==> config.mk <==
export PLATFORM = sky130hd
export DESIGN_NAME = reg_file_dumper
export DESIGN_NICKNAME = d
export VERILOG_FILES = /design/src/rtl/reg_file_dumper.sv
export SDC_FILE = /design/constraint.sdc
export NUM_CORES = 1
export LEC_CHECK = 0
export ABC_AREA = 1
export CAP_MARGIN = 40
export CORE_MARGIN = 4
export CORE_UTILIZATION = 45
export DETAILED_ROUTE_END_ITERATION = 7
export PLACE_DENSITY = 0.79
export SLEW_MARGIN = 20
export SYNTH_ARGS = -nofsm -noshare
export SYNTH_HDL_FRONTEND = slang
export SYNTH_SLANG_ARGS = --single-unit
export TNS_END_PERCENT = 30
==> constraint.sdc <==
create_clock -name clk -period 2 [get_ports clk]
set_input_delay 0.5 -clock clk [delete_from_list [all_inputs] [get_ports clk]]
set_output_delay 0.5 -clock clk [all_outputs]
set_load 0.02 [all_outputs]
==> src/rtl/reg_file_dumper.sv <==
// reg_file_dumper
//   Walks an inclusive range of register-file indices and presents each
//   (index, value) pair on a valid/ready output port. It keeps a running
//   XOR checksum and a count of the accepted entries. A dump runs
//   IDLE -> READ -> HOLD -> (READ -> HOLD)* -> DONE -> IDLE.
//
// Ports
//   clk, rst              clock; synchronous active-high reset
//   start                 dump request, sampled only in IDLE
//   first_reg, last_reg   inclusive index range, sampled with start
//   ReadReg               register-file read address (registered)
//   ReadData              combinational register-file read data
//   out_valid/out_ready   output handshake
//   out_reg, out_data     presented entry
//   busy                  high in every state except IDLE
//   done                  one-cycle pulse at the end of a dump
//   range_err             one-cycle pulse on start with first_reg > last_reg
//   checksum, count       XOR and number of accepted entries of the current
//                         or last dump
module reg_file_dumper #(
  parameter int DATA_W = 32,
  parameter int ADDR_W = 5
) (
  input  logic              clk,
  input  logic              rst,
  input  logic              start,
  input  logic [ADDR_W-1:0] first_reg,
  input  logic [ADDR_W-1:0] last_reg,
  output logic [ADDR_W-1:0] ReadReg,
  input  logic [DATA_W-1:0] ReadData,
  output logic              out_valid,
  input  logic              out_ready,
  output logic [ADDR_W-1:0] out_reg,
  output logic [DATA_W-1:0] out_data,
  output logic              busy,
  output logic              done,
  output logic              range_err,
  output logic [DATA_W-1:0] checksum,
  output logic [ADDR_W:0]   count
);

  typedef enum logic [1:0] {
    S_IDLE,
    S_READ,
    S_HOLD,
    S_DONE
  } state_t;

  state_t            state_q, state_d;
  logic [ADDR_W-1:0] cur_q, cur_d;
  logic [ADDR_W-1:0] last_q, last_d;
  logic [ADDR_W-1:0] out_reg_q, out_reg_d;
  logic [DATA_W-1:0] out_data_q, out_data_d;
  logic [DATA_W-1:0] checksum_q, checksum_d;
  logic [ADDR_W:0]   count_q, count_d;
  logic              out_valid_q, out_valid_d;
  logic              range_err_q, range_err_d;
  logic              accept;

  assign accept = out_valid_q && out_ready;

  always_comb begin
    state_d     = state_q;
    cur_d       = cur_q;
    last_d      = last_q;
    out_reg_d   = out_reg_q;
    out_data_d  = out_data_q;
    checksum_d  = checksum_q;
    count_d     = count_q;
    out_valid_d = out_valid_q;
    range_err_d = 1'b0;

    case (state_q)
      S_IDLE: begin
        if (start) begin
          // Either outcome of a start clears the statistics of the last dump.
          checksum_d = '0;
          count_d    = '0;
          if (first_reg <= last_reg) begin
            cur_d   = first_reg;
            last_d  = last_reg;
            state_d = S_READ;
          end else begin
            range_err_d = 1'b1;
          end
        end
      end

      S_READ: begin
        // ReadReg is cur_q, so ReadData belongs to the current index.
        out_data_d  = ReadData;
        out_reg_d   = cur_q;
        out_valid_d = 1'b1;
        state_d     = S_HOLD;
      end

      S_HOLD: begin
        if (accept) begin
          checksum_d  = checksum_q ^ out_data_q;
          count_d     = count_q + (ADDR_W + 1)'(1);
          out_valid_d = 1'b0;
          // Test for the end before incrementing so that a range ending at
          // the top index never wraps back to 0.
          if (cur_q == last_q) begin
            state_d = S_DONE;
          end else begin
            cur_d   = cur_q + ADDR_W'(1);
            state_d = S_READ;
          end
        end
      end

      S_DONE: begin
        state_d = S_IDLE;
      end

      default: begin
        state_d = S_IDLE;
      end
    endcase
  end

  always_ff @(posedge clk) begin
    if (rst) begin
      state_q     <= S_IDLE;
      cur_q       <= '0;
      last_q      <= '0;
      out_reg_q   <= '0;
      out_data_q  <= '0;
      checksum_q  <= '0;
      count_q     <= '0;
      out_valid_q <= 1'b0;
      range_err_q <= 1'b0;
    end else begin
      state_q     <= state_d;
      cur_q       <= cur_d;
      last_q      <= last_d;
      out_reg_q   <= out_reg_d;
      out_data_q  <= out_data_d;
      checksum_q  <= checksum_d;
      count_q     <= count_d;
      out_valid_q <= out_valid_d;
      range_err_q <= range_err_d;
    end
  end

  assign ReadReg   = cur_q;
  assign out_valid = out_valid_q;
  assign out_reg   = out_reg_q;
  assign out_data  = out_data_q;
  assign checksum  = checksum_q;
  assign count     = count_q;
  assign range_err = range_err_q;
  assign busy      = (state_q != S_IDLE);
  assign done      = (state_q == S_DONE);

endmodule

After elaboration in Yosys (flattened, before gate mapping)
Cells that the tools add are included.
Widths: inputs -> output; s select.
{"block": "totals", "ff_bits": 89, "input_bits": 46, "out_inout_bits": 84, "word_cells": 53}
{"block": "op_classes", "addsub": 2, "order_cmp": 1, "eq_ne": 8, "n_mux": 19, "n_bitwise": 3, "reduce_logical": 11}
{"op": "$mux 32", "count": 2}
{"op": "$pmux 32 s2", "count": 1}
{"op": "$xor 32x32->32", "count": 1}
{"op": "$mux 5", "count": 4}
{"op": "$mux 6", "count": 2}
{"op": "$pmux 6 s2", "count": 1}
{"op": "$pmux 5 s2", "count": 1}
{"op": "$reduce_and 3->1", "count": 3}
{"op": "$mux 2", "count": 4}
{"op": "$ne 2x2->1 const B", "count": 4}
{"op": "$pmux 2 s4", "count": 1}
{"op": "$add 6x1->6 const B", "count": 1}
{"op": "$reduce_bool 2->1", "count": 3}
{"op": "$add 5x1->5 const B", "count": 1}
{"op": "$eq 5x5->1", "count": 1}
{"op": "$le 5x5->1", "count": 1}
{"op": "$reduce_and 5->1", "count": 1}
{"op": "$eq 2x2->1 const B", "count": 2}
{"op": "$reduce_or 3->1", "count": 1}
{"op": "$eq 2x1->1 const B", "count": 1}
{"op": "$logic_not 2->1", "count": 1}
{"op": "$mux 1", "count": 2}
{"op": "$not 1->1", "count": 2}
{"op": "$pmux 1 s2", "count": 1}
{"op": "2 further kinds", "count": 2}

Longest topological paths before layout
Gate-level depths: netlist of run 1.
{"block": "depth", "word_depth": 4, "depth_mapped": 13, "ltp_nobuf": 13}

Worst setup path after synthesis of run 1
No wires, ideal clock.
{"block": "synth_timing", "path_type": "input -> register", "start": "input port last_reg[4]", "end": "register cur_q[3], in the netlist ReadReg[3]", "setup_ns": 0.113, "arrival_time_ns": 1.592, "required_ns": 1.887, "slack_ns": 0.295, "path_stages": 11, "n_path_buf": 0, "cell_sequence": "inv_1 > ha_1 > nand2_1 > nor2_1 > nand2_1 > nand3_1 > nand3_1 > nor2_1 > nand2_1 > nand2_1 > nor2_1"}
{"block": "synth_via", "elab_chain_len": 3}
{"item": "from (decl)", "line_no": "28", "rtl": "input logic [ADDR_W-1:0] last_reg,"}
{"item": "$le 5x5->1", "line_no": "79", "rtl": "if (first_reg <= last_reg) begin"}
{"item": "$ne 2x2->1 (no source line)"}
{"item": "$reduce_and 5->1 (no source line)"}
{"item": "to (signal assigned)", "line_no": "136", "rtl": "cur_q <= cur_d;"}
{"item": "to (decl)", "line_no": "50", "rtl": "logic [ADDR_W-1:0] cur_q, cur_d;"}
Every way passes these cells.
A chain may end at the register's enable or synchronous reset.

Worst setup path after layout of run 1
{"block": "layout_timing", "start": "input port last_reg[4]", "end": "register cur_q[4], in the netlist ReadReg[4]"}
The elaborated chain is that of the path after synthesis.

==> metrics.txt, run 1 <==
Die Span Y=99.89 microns; io pins=130; Remaining Overflow, GRT=0; pin count of the biggest net entering global routing=52; RSZ-0062 raised after global routing=yes; clock-pin slew on the worst setup and hold paths=0.09 ns; critical path data arrival time=2.25 ns; critical path capture point type=register; Hold Startpoint=checksum[2]; DRC=0; DP HPWL=7448 microns; area taken by multi-input logic gates=1740 sq um; Synth area leader=dfxtp_1; fraction of synthesized cell area in xor and xnor cells=0.006915; Crit Path Category=input port to register; Synth Area per Inst=7.950 sq um; Lkg Pwr=0.002282 uW; Final WS setup=-0.01122 ns; Reg area=around 1800 sq um; Worst R2R End=ReadReg[1]; endpoint with the worst hold slack=checksum[2]; required time of the critical path=around 2.2 ns; DR iter-0 viols=129; VDD IR max=0.5967 mV; number of global-route vias before repair=3698; n_diodes=0; most common cell after layout, fill and taps aside=clkdlybuf4s50_1; Setup crit start kind=input port; fillers=between 600 and 700; worst skew pair latency=0.35 ns; period utilization=1.006; slew at the pin closest to its max-slew limit=0.4767 ns; Distinct cells, synth=32; die footprint=9978 sq um; skew final=0.01037 ns; post-synthesis sequential area ratio=0.4689; synthesized area=about 3800 sq um; first-pass GRT wire length=16820 microns; top post-synthesis cells by area=dfxtp_1, a21oi_1, o21ai_0; yosys warns=0; Final min period=2.011 ns; Syn-to-layout area delta=47.22%; Final Hold Viols=0; synthesis-stage register bit count=89; largest family of logic cells by synthesized area=simple AND/OR/NAND/NOR gates; setup TNS=-0.01747 ns; Hold Slack=0.4475 ns; starting density of the core=0.4625; start of the worst register-to-register path=state_q[1]; hold depth=1; Antenna Violating Nets Remaining=0; final count of pins violating max slew=0; mux cell area share after synthesis=0; number of setup violations in the final report=2; Fmax=497.2 MHz; Via Count=3698; fraction of layout cells with a size suffix above 1=0.1198; Total GRT Usage=0.2047; Die X=99.89 microns; reg-to-reg setup timing slack=0.31 ns; num rows=33; I/O Buffers=129; H-tree Lvls=3; syn nets=531; worst-path fanout max=6; failing checks=negative setup slack; Post-Route WL=roughly 11000 microns; CTS tree=built; CTS Hold Bufs=0; Max transition margin=0.6822; Mapped Cells=478; Final Net Count=~680; CORE AREA=8217 sq um; Avg WL per Cell=14.37 microns; total CTS buffers=9; RD Place Congestion=0.8428; worst reg-to-reg path cell count=12; drt via density=5.059; post-synthesis compound-gate area fraction=0.1673; Post-Synth Simple-Gate Area=0.2463; DR pass1 iterations=4; clock tree buffer depth=2; status=finished with violations; most frequent cells in the layout=clkdlybuf4s50_1, dfxtp_1, a21oi_1; pwr dens=between 1000 and 1500 nW/um^2; Sink Count=89; Synth top area share=0.4689; Clock Root Buffer=clkbuf_8; initial antenna violation count=0; adder and majority gate portion of the synthesized area=0.02305; Max Cap Violations=0; Hold/Removal Path Class=register to register; post-CTS setup repair buffer count=0
==> cell type report <==
cell class                      count  share of cell area
Tap cell                          105             0.02348
Clock inverter                      4             0.01364
Multi-Input combinational cell    315              0.3111
Timing Repair Buffer              153              0.2706
Clock buffer                       11             0.02527
Sequential cell                    89              0.3187
Inverter                           54             0.03713
==> kinds of logic (layout without fill, tap and decap cells) <==
logic type	Yosys count	after routing
xor gates and xnor gates	3	3
adders and majority gates	7	7
DFF	89	89
buffers and inverters	74	222
and+or+nand+nor	179	179
AOI/OAI and AO/OA	126	126
==> worst max-delay path: stages <==
cell and delay, ns:
clkdlybuf4s50_1 0.48, inv_1 0.05, ha_1 0.31, nand2_2 0.07, nor2_2 0.15, nand2_1 0.12, nand3_1 0.11, nand3_2 0.11
nor2_4 0.18, nand2_1 0.07, nand2_1 0.06, nor2_1 0.04
==> metrics by stage <==
step	total power [uW]	utilization	instances	worst slack, ns	instance area, sq um
final	6604	0.6808	731	-0.01122	5594
after global routing	6993	0.6808	731	-0.01289	5594
after CTS	6612	0.6747	731	0.003783	5544
after detailed placement	5238	0.6469	716	-0.4327	5315
after global placement	5159	0.6469	716	-0.2825	5315
after floorplan	4038	-	478	0.2949	3800
==> metal layers <==
metal,routed length (microns),GRT usage
met1,4376,0.2347
met2,5235,0.3638
met3,672,0.04587
met4,219,0.08824
met5,0,0
==> synth_stat cells <==
| library cell | instances |
|---|---|
| nand2_4 | 1 |
| a21oi_1 | 65 |
| dfxtp_1 | 89 |
| nor2_4 | 3 |
| o21ai_1 | 1 |
| ha_1 | 7 |
| inv_2 | 3 |
| nand2_1 | 53 |
| nand3_1 | 9 |
| nor2_8 | 1 |
| xor2_1 | 2 |
| and3_1 | 12 |
| nand2_2 | 1 |
| nor3b_1 | 9 |
| nor4_1 | 1 |
| buf_6 | 5 |
| clkbuf_1 | 11 |
| buf_2 | 1 |
| nand3_4 | 1 |
| o211a_1 | 1 |
| nor2_2 | 3 |
| nor3_2 | 11 |
| nor2_1 | 54 |
| o21ai_0 | 59 |
| or2_0 | 2 |
| nand3b_1 | 4 |
| buf_4 | 3 |
| xnor2_1 | 1 |
| nor3_1 | 12 |
| nand3_2 | 2 |
| inv_4 | 2 |
| inv_1 | 49 |
==> power by group <==
group,internal (uW),switching [uW]
Clock,737,612
Combinational,1200,1620
Sequential,2130,312
Total,4060,2540
==> what timing repair did <==
item | in CTS | in global routing
pin swaps | 0 | 2
resized for setup | 6 | 13
endpoints found under the setup margin | 7 | 14
==> how the worst max path moves through the flow <==
stage                     start    endpoint  slack, ns  cells past startpoint
floorplan           last_reg[4]  ReadReg[3]       0.29                     11
global placement    last_reg[4]  ReadReg[3]      -0.28                     12
detailed placement  last_reg[4]  ReadReg[0]      -0.43                     12
CTS                  ReadReg[0]  ReadReg[0]      0.004                      1
global route        last_reg[4]  ReadReg[4]      -0.01                     12
finish              last_reg[4]  ReadReg[4]      -0.01                     12
No activity file was read; power rests on OpenSTA's default activity.
==> inputs of run 2 (changes only) <==
Settings changed: CORE_MARGIN 4 to 8, CTS_CLUSTER_SIZE from default to 8.
==> metrics.txt, run 2 (synthesis gave the netlist of run 1 again) <==
Syn-to-layout area delta=49.32%; delay-heaviest family, CP=simple AND/OR/NAND/NOR gates; n_diodes=0 (unchanged); num rows=33 (unchanged); Fmax=516.5 MHz (+3.9%); Avg WL per Cell=14.84 microns (+3.2%); final count of pins violating max slew=0 (unchanged); worst skew pair latency=0.35 ns (about the same); number of global-route vias before repair=3635 (-1.7%); post-route cell area=5674 sq um (+1.4%); Final min period=1.936 ns (-0.07495 ns); skew final=0.01356 ns (+0.003192 ns); slew at the pin closest to its max-slew limit=0.3609 ns (-0.1158 ns); Setup crit start kind=input port; DR pass1 iterations=4 (unchanged); Remaining Overflow, GRT=0 (unchanged); die footprint=11640 sq um (+17%); first-pass GRT wire length=17610 microns (+4.7%); GR Layer Usage met1=0.2167 (-0.01797); setup TNS=0 ns (+0.01747 ns); Sink Count=89 (unchanged); most common cell after layout, fill and taps aside=clkdlybuf4s50_1; pin count of the biggest net entering global routing=52 (unchanged); initial antenna violation count=0 (unchanged); worst-path fanout max=4 (-2); io pins=130 (unchanged); Antenna Violating Nets Remaining=0 (unchanged); DR iter-0 viols=95 (-26%); total CTS buffers=9 (unchanged); H-tree Lvls=3 (unchanged); required time of the critical path=2.28 ns (+0.04 ns); slowest CP cell=clkdlybuf4s50_1; pwr dens=1181 nW/um^2 (about the same); drt via density=5.045 (-0.27%); Clock Root Buffer=clkbuf_8; Hold/Removal Path Class=register to register; Crit Path Category=input port to register; Via Count=3698 (unchanged); CTS Hold Bufs=0 (unchanged); met2 Use GR=0.3241 (-0.03965); crit path from=last_reg[4]; post-placement cell area=5340 sq um (+0.47%); I/O Buffers=129 (unchanged); Post-Route WL=10880 microns (+3.5%); VDD IR max=0.7327 mV (+23%); Die X=107.9 microns (+8.0%); CORE AREA=8217 sq um (unchanged); clock tree buffer depth=2 (unchanged); Most Frequent Cell on Critical Path=nand2_1; Bufs and invs on worst path=3 (+1); DP HPWL=8025 microns (+7.7%); Die Span Y=107.9 microns (+8.0%); Total GRT Usage=0.1852 (-0.01944); critical path capture point type=register; critical path data arrival time=2.22 ns (-0.03 ns); RD Place Congestion=0.8090 (-4.0%); grt met3 use=0.03593 (-0.009937); number of setup violations in the final report=0 (-2); CTS tree=built; fraction of layout cells with a size suffix above 1=0.1322 (+0.01236); status=finished clean; Max transition margin=0.7592 (+0.07694); starting density of the core=0.4625 (unchanged); GRT busiest layer=met2; Final Hold Viols=0 (unchanged); most frequent cells in the layout=clkdlybuf4s50_1, dfxtp_1, a21oi_1; period utilization=0.9681 (-0.03747); start of the worst register-to-register path=state_q[1]; Final Net Count=676 (+0.15%); Hold Startpoint=checksum[17]; clock-pin slew on the worst setup and hold paths=0.09 ns (about the same); DRC=0 (unchanged); Max Cap Violations=0 (unchanged); delay of the slowest critical-path stage=0.49 ns (about the same); Lkg Pwr=0.002299 uW (+0.78%); CP cell instances=clkdlybuf4s50_1, inv_1, ha_4, nand2_4, inv_1, nand2_1, nand3_2, nand2_2, nand2_1, nand2_1, nand3_2, nand2_1, nand2_1, nor2_1
[run 2: cell count changes in the layout (fill, tap and decap cells not counted), sizes merged]
cell	delta
buf	+1
clkbuf	-1
clkdlybuf4s50	-1
clkinv	+1
clkinvlp	+2
dlygate4sd2	+1
inv	-1
[run 2: layout make-up]
class,instances,area (sq um)
Multi-Input combinational cell,315,1778
Clock inverter,6,91.34
Sequential cell,89,1783
Timing Repair Buffer,154,1545
Clock buffer,10,137.6
Tap cell,105,131.4
Inverter,54,207.7
Fill cell,670,2542
[run 2: report_power, final]
group | leakage [uW] | switching, uW | internal [uW]
clock | 0.000105 | 640 | 740
sequential | 0.000727 | 310 | 2130
combinational | 0.00147 | 1640 | 1250
total | 0.00230 | 2590 | 4110
[run 2: per-stage QoR]
step	cells	hold WS [ns]	power [uW]	util	setup slack [ns]
6_report	733	0.4506	6700	0.6906	0.06372
5_1_grt	733	0.4886	7134	0.6906	-0.03735
4_1_cts	732	0.4524	6684	0.6784	0.02595
3_5_place_dp	716	0.4379	5294	0.6499	-0.4059
3_3_place_gp	716	0.4330	5211	0.6499	-0.2852
2_1_floorplan	478	0.4416	4038	-	0.2949
[run 2: final timing paths]
kind | cells after the start | slack, ns | endpoint
setup reg to reg | 12 | 0.24 | ReadReg[2]
hold / removal | 1 | 0.45 | checksum[17]
setup / recovery | 14 | 0.06 | ReadReg[2]
hold reg to reg | 1 | 0.45 | checksum[17]
[run 2: what timing repair did]
action                     4_1_cts  5_1_grt
pin swaps                        0       10
setup endpoints to repair        6       13
buffers inserted                 0        1
resized for setup                6       18
[run 2: per-layer routing]
layer	routed length (microns)	share of wire	up-vias
met5	0	0	-
met4	186	0.017	0
met3	605	0.056	16
met2	5512	0.51	108
met1	4571	0.42	1712
li1	-	-	1862
